File: config.mk
export PLATFORM = sky130hd
export DESIGN_NAME = serial_tx_piso_flat
export DESIGN_NICKNAME = d
export VERILOG_FILES = /design/src/rtl/serial_pkg.sv /design/src/rtl/serial_tx_piso_if.sv /design/src/rtl/bit_tick_counter.sv /design/src/rtl/serial_tx_piso.sv /design/src/flat_wrapper.sv
export SDC_FILE = /design/constraint.sdc
export NUM_CORES = 1
export LEC_CHECK = 0
export ABC_AREA = 0
export BUFFER_PORTS_ARGS = -buffer_cell sky130_fd_sc_hd__buf_4
export CORE_ASPECT_RATIO = 0.6
export CORE_MARGIN = 5
export CORE_UTILIZATION = 40
export CTS_CLUSTER_DIAMETER = 150
export DETAILED_ROUTE_END_ITERATION = 10
export HOLD_SLACK_MARGIN = 0.06
export PLACE_DENSITY = 0.6
export SYNTH_ARGS = -nofsm -noshare
export SYNTH_HDL_FRONTEND = slang
export SYNTH_SLANG_ARGS = --single-unit
File: constraint.sdc
create_clock -name clk -period 2.6 [get_ports clk]
set_input_delay 0.78 -clock clk [delete_from_list [all_inputs] [get_ports clk]]
set_output_delay 0.78 -clock clk [all_outputs]
set_load 0.02 [all_outputs]
File: src/rtl/serial_pkg.sv
// Shared serial-line definitions for the transmit and receive sides.
package serial_pkg;

  typedef enum logic [1:0] {
    IDLE  = 2'd0,
    START = 2'd1,
    DATA  = 2'd2,
    STOP  = 2'd3
  } tx_state_t;

  localparam logic LINE_IDLE = 1'b1;
  localparam logic START_BIT = 1'b0;
  localparam logic STOP_BIT  = 1'b1;

endpackage

File: src/rtl/serial_tx_piso_if.sv
// Parallel word handshake into the serial transmitter.
interface serial_tx_piso_if #(
  parameter int WIDTH = 8
);
  logic [WIDTH-1:0] in_data;
  logic             in_valid;
  logic             in_ready;

  modport master (output in_data, output in_valid, input in_ready);
  modport slave  (input in_data, input in_valid, output in_ready);
endinterface

File: src/rtl/bit_tick_counter.sv
// Bit-period timer: pulses tick on the last cycle of each serial bit.
module bit_tick_counter #(
  parameter int CLKS_PER_BIT = 4
) (
  input  logic clk,
  input  logic rst,
  input  logic enable,
  output logic tick
);
  localparam int TW = (CLKS_PER_BIT > 1) ? $clog2(CLKS_PER_BIT) : 1;
  localparam logic [TW-1:0] LAST_TICK = TW'(CLKS_PER_BIT - 1);

  logic [TW-1:0] r_cnt;

  // Count cycles within a bit; held at zero while disabled so the first bit starts clean.
  always_ff @(posedge clk or posedge rst) begin
    if (rst) begin
      r_cnt <= '0;
    end else if (!enable || (r_cnt == LAST_TICK)) begin
      r_cnt <= '0;
    end else begin
      r_cnt <= r_cnt + TW'(1);
    end
  end

  assign tick = enable && (r_cnt == LAST_TICK);
endmodule

File: src/rtl/serial_tx_piso.sv
// Framed serial transmitter: start bit 0, WIDTH data bits LSB first, stop bit 1.
module serial_tx_piso
  import serial_pkg::*;
#(
  parameter int WIDTH        = 8,
  parameter int CLKS_PER_BIT = 4
) (
  input  logic                 clk,
  input  logic                 rst,
  serial_tx_piso_if.slave      tx_in,
  output logic                 txd,
  output logic                 busy,
  output logic                 done
);
  localparam int BCW = (WIDTH > 1) ? $clog2(WIDTH) : 1;
  localparam logic [BCW-1:0] LAST_BIT = BCW'(WIDTH - 1);

  tx_state_t        r_state;
  logic [WIDTH-1:0] r_shift;
  logic [BCW-1:0]   r_bit_cnt;
  logic             r_txd;
  logic             r_done;

  logic             w_tick;
  logic             w_accept;
  logic             w_active;
  logic [WIDTH-1:0] w_shift_next;

  assign w_active     = (r_state != IDLE);
  assign w_accept     = tx_in.in_valid && (r_state == IDLE);
  assign w_shift_next = r_shift >> 1;

  bit_tick_counter #(.CLKS_PER_BIT(CLKS_PER_BIT)) u_tick (
    .clk    (clk),
    .rst    (rst),
    .enable (w_active),
    .tick   (w_tick)
  );

  // Frame sequencer; txd is loaded one edge ahead so the line is a pure register.
  always_ff @(posedge clk or posedge rst) begin
    if (rst) begin
      r_state   <= IDLE;
      r_shift   <= '0;
      r_bit_cnt <= '0;
      r_txd     <= LINE_IDLE;
      r_done    <= 1'b0;
    end else begin
      r_done <= 1'b0;
      case (r_state)
        IDLE: begin
          if (w_accept) begin
            r_shift   <= tx_in.in_data;
            r_bit_cnt <= '0;
            r_txd     <= START_BIT;
            r_state   <= START;
          end
        end
        START: begin
          if (w_tick) begin
            r_txd   <= r_shift[0];
            r_state <= DATA;
          end
        end
        DATA: begin
          if (w_tick) begin
            r_shift <= w_shift_next;
            if (r_bit_cnt == LAST_BIT) begin
              r_bit_cnt <= '0;
              r_txd     <= STOP_BIT;
              r_state   <= STOP;
            end else begin
              r_bit_cnt <= r_bit_cnt + BCW'(1);
              r_txd     <= w_shift_next[0];
            end
          end
        end
        STOP: begin
          if (w_tick) begin
            r_txd   <= LINE_IDLE;
            r_done  <= 1'b1;
            r_state <= IDLE;
          end
        end
        default: r_state <= IDLE;
      endcase
    end
  end

  assign tx_in.in_ready = (r_state == IDLE);
  assign busy           = w_active;
  assign txd            = r_txd;
  assign done           = r_done;
endmodule
File: src/flat_wrapper.sv
// flat-port wrapper written by rule: the top's interface ports become plain ports
module serial_tx_piso_flat import serial_pkg::*;
#(
  parameter int WIDTH        = 8,
  parameter int CLKS_PER_BIT = 4
)
  (clk, rst, txd, busy, done, tx_in_in_data, tx_in_in_valid, tx_in_in_ready);
  serial_tx_piso_if #(.WIDTH(WIDTH)) tx_in_i ();
  input  logic clk;
  input  logic rst;
  output logic txd;
  output logic busy;
  output logic done;
  input wire logic [$bits(tx_in_i.in_data)-1:0] tx_in_in_data;
  input wire logic [$bits(tx_in_i.in_valid)-1:0] tx_in_in_valid;
  output wire logic [$bits(tx_in_i.in_ready)-1:0] tx_in_in_ready;
  assign tx_in_i.in_data = tx_in_in_data;
  assign tx_in_i.in_valid = tx_in_in_valid;
  assign tx_in_in_ready = tx_in_i.in_ready;
  serial_tx_piso #(.WIDTH(WIDTH), .CLKS_PER_BIT(CLKS_PER_BIT)) u_core (.clk(clk), .rst(rst), .tx_in(tx_in_i), .txd(txd), .busy(busy), .done(done));
endmodule
==> results.txt, run 1 <==
----------------------------------------------------
[Status]
  Outcome ... complete, no violations

[Pwr]
  Power Total ... 1.31 mW
  Leakage power of the design ... between 0.5 and 0.6 nW
  Power density relative to cell area ... 1170 mW/mm^2
  Maximum ir drop on the vdd rail ... 572 uV

[Timing]
  Share of the cycle needed by the critical path after routing ... 81.4%
  Max Clock Freq ... 473 MHz
  RSZ-0062 raised after global routing ... false
  Number of max-slew violations in the final report ... 0
  Slew HR ... 56.9%
  Hold violation count in the final report ... 0
  Slew at the pin closest to its max-slew limit ... approximately 650 ps
  Clock period minus final worst setup slack ... 2120 ps
  Final clock skew ... 1.56 ps
  Number of setup violations in the final report ... 0
  Setup tns final ... 0 ps

[Clocking]
  Number of sinks handled by clock tree synthesis ... 17
  Clock-pin transition on the worst setup and hold timing paths ... roughly 60 ps
  TritonCTS clock tree ... done
  Clock latency of the later-clocked register in the worst-skew pair ... 250 ps
  CTS Hold Buffers Added ... 0
  Post-CTS setup buffer count ... 0
  Root buffer cell ... sky130_fd_sc_hd__clkbuf_8
  Number of buffers created by CTS ... 3
  CTS H-tree depth ... 1
  Post-CTS resize count ... 0
  Maximum buffer depth of the clock tree ... 2

[Cells and area]
  Layout area overhead ... 19.6%
  Final design utilization ... 50.8%
  Commonest non-fill, non-tap cells in the layout ... 16 x sky130_fd_sc_hd__buf_4, 16 x sky130_fd_sc_hd__dfrtp_1, 15 x sky130_fd_sc_hd__mux2_2
  Number of antenna diodes ... 0
  Net count reported at finish ... about 120
  Fraction of layout cells with a size suffix above 1 ... 38.9%

[Detailed routing]
  Met3 routed WL ... 67 um
  Met2 routed wirelength ... about 710 um
  Drt via density ... 4.90
  DRC violation count after routing ... 0
  Detailed-router iteration count before antenna repair ... 4
  Top Metal Used ... met3
  Routed wire length per instance ... approximately 13 um
  Overall routed net length ... 1.61 mm
  Antenna Violating Nets Remaining ... 0
  Number of DRC markers after the initial detailed-route iteration ... 27
  Count of vias placed by the detailed router ... 612
  Wl on met1 ... between 800 and 900 um

[Floorplanning]
  Die area ... 0.00343 sq mm
  Die outline width ... 72.4 um
  Die H ... 47.4 um
  Core region area ... 0.00220 sq mm
  Number of standard-cell rows in the floorplan ... 13
  Initial core utilization ... 42.5%
  I/O pin cnt ... 15

[Setup path]
  Startpoint of the worst setup timing path ... u_core.r_state[0]
  Critical path required time ... 1820 ps
  Setup Crit Path Kind ... reg2out
  Data arrival time of the critical path ... around 1300 ps
  Maximum fanout encountered on the critical timing path ... 10
  Worst Setup Start Kind ... flop
  Endpoint class of the critical path ... output pin
  Startpoint of the worst register-to-register path ... u_core.r_state[0]

[Yosys]
  Netlist Area Pre-Place ... 933 sq um
  Post-synth EDFFs ... 0
  Top cells by area in the synthesized netlist ... sky130_fd_sc_hd__dfrtp_1 43%, sky130_fd_sc_hd__mux2_2 18%, sky130_fd_sc_hd__ha_1 11%, sky130_fd_sc_hd__inv_1 3.6%, sky130_fd_sc_hd__dfstp_2 2.8%
  Mean instance size in the synthesized netlist ... 12.0 sq um
  Sequential cell area fraction in the yosys report ... 45.7%
  Number of distinct standard cells referenced by the synthesized netlist ... 27
  Share of flip-flops with an asynchronous set or reset ... 100%
  Fraction of post-synthesis cell area in the top cell type by area ... a little over two fifths
  Cell accounting for the most synthesized area ... sky130_fd_sc_hd__dfrtp_1
  Gate Count Post-Synth ... 78
  Number of warnings issued by yosys ... 0
  Count of state elements after synthesis ... 17
  Commonest register cell after synthesis ... sky130_fd_sc_hd__dfrtp_1
  Syn Nets ... 97

[GRT]
  Global-route wire length before repair ... 2.87 mm
  Total grt overflow ... 0
  Vias in the first global route ... 619
  Maximum number of pins on one net before global-route repair ... 18
  Global-route usage over all layers ... 11.5%
  Antenna violations before repair ... 0

[Placement]
  Number of input and output port buffers inserted ... 14
  Detailed-placement wirelength estimate ... 1.24 mm
  Placer congestion estimate ... 0.823

[Job]
  Max-capacitance violation count ... 0

[Worst hold path]
  HP Class ... reg2reg
  Startpoint of the lowest-slack hold path ... u_core.u_tick.r_cnt[0]

----------------------------------------------------
## synth_stat cells, types with 2 or more instances
cell type,instances
sky130_fd_sc_hd__a21oi_1,4
sky130_fd_sc_hd__a311oi_1,2
sky130_fd_sc_hd__dfrtp_1,16
sky130_fd_sc_hd__ha_1,8
sky130_fd_sc_hd__inv_1,9
sky130_fd_sc_hd__mux2_2,15
sky130_fd_sc_hd__nor2_1,2
sky130_fd_sc_hd__nor2b_1,2
sky130_fd_sc_hd__o21ai_0,2
## power by group
group / internal, mW / total, mW / switching, mW
combinational: 0.352 / 0.653 / 0.302
clock: 0.109 / 0.195 / 0.0868
sequential: 0.391 / 0.461 / 0.0693
## state kept, by name, indices dropped and copies added (netlist names)
name / count
u_core.r_bit_cnt: 3
u_core.r_shift: 8
u_core.done: 1
u_core.r_state: 2
u_core.u_tick.r_cnt: 2
u_core.txd: 1
## per-stage QoR
step / hold slack, ps / instance area (sq um) / cells / setup WS, ps
floorplan: 415 / 933 / 78 / 645
global placement: 439 / 1070 / 121 / 625
detailed placement: 430 / 1070 / 121 / 554
CTS: 445 / 1120 / 125 / 473
global route: 451 / 1120 / 125 / 340
finish: 444 / 1120 / 125 / 484
## layout make-up
type,count,area (sq um)
Clock buffer,4,45.0
Multi-Input combinational cell,49,453
Timing Repair Buffer,16,120
Fill cell,214,1080
Inverter,9,33.8
Sequential cell,17,427
Tap cell,30,37.5
## per-layer routing
| metal | track usage, % | vias up |
|---|---|---|
| li1 | - | 310 |
| met1 | 15.6 | 289 |
| met2 | 17.4 | 13 |
| met3 | 5.03 | 0 |
| met4 | 2.25 | 0 |
| met5 | 0 | - |
## path summary, 6_finish.rpt
check	end	slack, ps	cells after the start
worst max-delay path	busy	480	4
worst min-delay path	u_core.u_tick.r_cnt[0]	440	1
worst max register to register	u_core.r_shift[0]	550	5
worst min register to register	u_core.u_tick.r_cnt[0]	440	1
max in group asynchronous	u_core.u_tick.r_cnt[1]	1570	2
min in group asynchronous	u_core.r_shift[5]	620	2
## critical path, stage by stage (launching register included)
cell	delay (ps)
sky130_fd_sc_hd__dfrtp_1	410
sky130_fd_sc_hd__inv_1	110
sky130_fd_sc_hd__ha_1	340
sky130_fd_sc_hd__inv_1	70
sky130_fd_sc_hd__buf_4	160
## cell families (layout without fill, tap and decap cells)
kind of cell | after synthesis | after routing | share of synthesized area (%)
muxes | 18 | 18 | 21.8
DFF | 17 | 17 | 45.7
and+or+nand+nor | 12 | 12 | 7.91
buffers and inverters | 12 | 29 | 5.76
AOI/OAI and AO/OA | 11 | 11 | 8.04
adders and majority gates | 8 | 8 | 10.7
Power figures use the tool's default switching activity.
==> inputs of run 2 (changes only) <==
==> constraint.sdc (replaced) <==
create_clock -name clk -period 2 [get_ports clk]
set_input_delay 0.6 -clock clk [delete_from_list [all_inputs] [get_ports clk]]
set_output_delay 0.6 -clock clk [all_outputs]
set_load 0.02 [all_outputs]
==> results.txt, run 2 (synthesis results as in run 1) <==
----------------------------------------------------
[Setup path]
  Worst Setup Start Kind ... flop
  Endpoint of the worst register-to-register path ... u_core.r_state[1]
  Cell-by-cell listing of the critical path ... inv_1, ha_1, or3_4, a222oi_1, buf_4, mux2_1
  Data arrival time of the critical path ... 2070 ps (+730 ps)
  Setup Crit Path Kind ... reg2reg
  Maximum fanout encountered on the critical timing path ... 4 (-6)
  Critical path required time ... 2130 ps (+310 ps)
  Startpoint of the worst register-to-register path ... u_core.r_state[0]
  Slowest cell delay on critical path ... 400 ps (about the same)
  Endpoint class of the critical path ... flop
  Worst-path cell with the longest stage delay ... sky130_fd_sc_hd__dfrtp_1
  FF-to-FF path depth ... 6 (+1)
  Flop-to-flop setup slack ... 60 ps (-490 ps)

[Timing]
  Fin worst setup slack ... 61.9 ps (-423 ps)
  Number of setup violations in the final report ... 0 (unchanged)
  Slew at the pin closest to its max-slew limit ... 638 ps (-8.70 ps)
  Number of max-slew violations in the final report ... 0 (unchanged)
  Slew HR ... 57.4% (+0.58 points)
  Final clock skew ... 3.38 ps (+1.82 ps)
  Share of the cycle needed by the critical path after routing ... between 90% and 100%
  Setup tns final ... 0 ps (unchanged)
  Max Clock Freq ... 516 MHz
  Clock period minus final worst setup slack ... 1940 ps
  Hold violation count in the final report ... 0 (unchanged)

[Floorplanning]
  Number of standard-cell rows in the floorplan ... 13 (unchanged)
  Die H ... 47.4 um (unchanged)
  I/O pin cnt ... 15 (unchanged)
  Initial core utilization ... 42.5% (unchanged)
  Die outline width ... 72.4 um (unchanged)
  Die area ... 0.00343 sq mm (unchanged)
  Core region area ... 0.00220 sq mm (unchanged)

[Detailed routing]
  Overall routed net length ... 1.68 mm (+3.9%)
  Count of vias placed by the detailed router ... 625 (+2.1%)
  Antenna Violating Nets Remaining ... 0 (unchanged)
  Routed wire length per instance ... 13.2 um (+2.3%)
  Number of DRC markers after the initial detailed-route iteration ... 21 (-22%)
  Detailed-router iteration count before antenna repair ... 4 (unchanged)
  DRC violation count after routing ... 0 (unchanged)
  Drt via density ... 4.92 (+0.52%)

[Cells and area]
  Commonest non-fill, non-tap cells in the layout ... 18 x sky130_fd_sc_hd__buf_4, 16 x sky130_fd_sc_hd__dfrtp_1, 15 x sky130_fd_sc_hd__mux2_2
  Layout area overhead ... 22.5%
  Biggest regs ... u_core.r_shift x8, u_core.r_bit_cnt x3
  Largest register by flop count ... u_core.r_shift
  Net count reported at finish ... 117 (+1.7%)
  Number of antenna diodes ... 0 (unchanged)
  Most frequent standard cell in the layout excluding fill and tap cells ... sky130_fd_sc_hd__buf_4
  Fraction of layout cells with a size suffix above 1 ... 41.2% (+2.3 points)
  Flip-flop count of the largest register, all copies and words added ... 8 (unchanged)
  Final design utilization ... 52.1% (+1.3 points)

[Pwr]
  Leakage power of the design ... 0.528 nW (+2.0%)
  Maximum ir drop on the vdd rail ... 729 uV (+27%)
  Power Total ... 1.76 mW (+35%)
  Power density relative to cell area ... 1540 mW/mm^2 (+31%)

[Placement]
  Placer congestion estimate ... 0.754 (-8.4%)
  Number of input and output port buffers inserted ... 14 (unchanged)
  Pre-CTS WS ... 49.2 ps (-505 ps)
  Detailed-placement wirelength estimate ... 1.30 mm (+4.8%)

[Clocking]
  CTS Hold Buffers Added ... 0 (unchanged)
  TritonCTS clock tree ... done
  Root buffer cell ... sky130_fd_sc_hd__clkbuf_8
  Clock-pin transition on the worst setup and hold timing paths ... 60 ps (about the same)
  CTS H-tree depth ... 1 (unchanged)
  Number of sinks handled by clock tree synthesis ... 17 (unchanged)
  Clock latency of the later-clocked register in the worst-skew pair ... 250 ps (about the same)
  Maximum buffer depth of the clock tree ... 2 (unchanged)
  Number of buffers created by CTS ... 3 (unchanged)

[Status]
  Outcome ... complete, no violations

[GRT]
  Maximum number of pins on one net before global-route repair ... 18 (unchanged)
  Total grt overflow ... 0 (unchanged)
  Antenna violations before repair ... 0 (unchanged)
  Global-route wire length before repair ... 2.84 mm (-1.2%)
  Global-route usage over all layers ... 11.4% (-0.11 points)
  Vias in the first global route ... 602 (-2.7%)

[Worst hold path]
  HP Class ... in2async

[Job]
  Max-capacitance violation count ... 0 (unchanged)

----------------------------------------------------
==> run 2: cell types whose count changed in the layout (fill, tap and decap cells not counted) <==
cell / previous run / this run
sky130_fd_sc_hd__buf_4: 16 / 18
sky130_fd_sc_hd__ha_1: 8 / 7
sky130_fd_sc_hd__ha_4: 0 / 1
==> run 2: worst max path at each step <==
stage / slack, ps / end / from
2_1_floorplan: 40 / u_core.r_shift[0] / u_core.r_state[0]
5_1_grt: -20 / u_core.r_state[1] / u_core.r_state[0]
4_1_cts: 20 / tx_in_in_ready / u_core.r_state[0]
6_report: 60 / u_core.r_state[1] / u_core.r_state[0]
3_3_place_gp: 100 / u_core.r_state[1] / u_core.r_state[0]
3_5_place_dp: 50 / u_core.r_state[1] / u_core.r_state[0]
==> run 2: stage by stage <==
| step | area, sq um | cells | hold slack [ps] |
|---|---|---|---|
| after global placement | 1080 | 122 | 423 |
| after CTS | 1120 | 126 | 443 |
| after floorplan | 933 | 78 | 415 |
| after detailed placement | 1080 | 122 | 434 |
| final | 1140 | 127 | 441 |
| after global routing | 1140 | 127 | 460 |
==> run 2: final cells by class <==
cell class                 instances  area [sq um]
tap                               30          37.5
timing repair buffer              18           135
multi-input combinational         49           465
inverter                           9          33.8
fill                             199          1050
sequential                        17           427
clock buffer                       4          45.0
==> run 2: metal layers <==
| metal | part of all wire (%) | wire length [um] | global-route usage (%) |
|---|---|---|---|
| met5 | 0 | 0 | 0 |
| met4 | 0.72 | 12 | 3.37 |
| met3 | 4.1 | 69 | 5.03 |
| met2 | 45 | 752 | 17.7 |
| met1 | 50 | 840 | 14.7 |
==> run 2: report_power, final <==
group / switching, mW / internal, mW
Clock: 0.103 / 0.141
Combinational: 0.419 / 0.506
Sequential: 0.0884 / 0.507
==> run 2: critical path, delay by kind of cell (launching register included) <==
family / cells / cell delay [ps]
DFF: 1 / 400
buffers and inverters: 2 / 300
and+or+nand+nor: 1 / 380
muxes: 1 / 300
AOI/OAI and AO/OA: 1 / 220
adders and majority gates: 1 / 220
==> run 2: timing repair <==
action,in CTS,in global routing
resized for setup,0,2
setup buffers,0,1
endpoints found under the setup margin,0,2
endpoints found under the hold margin,0,0
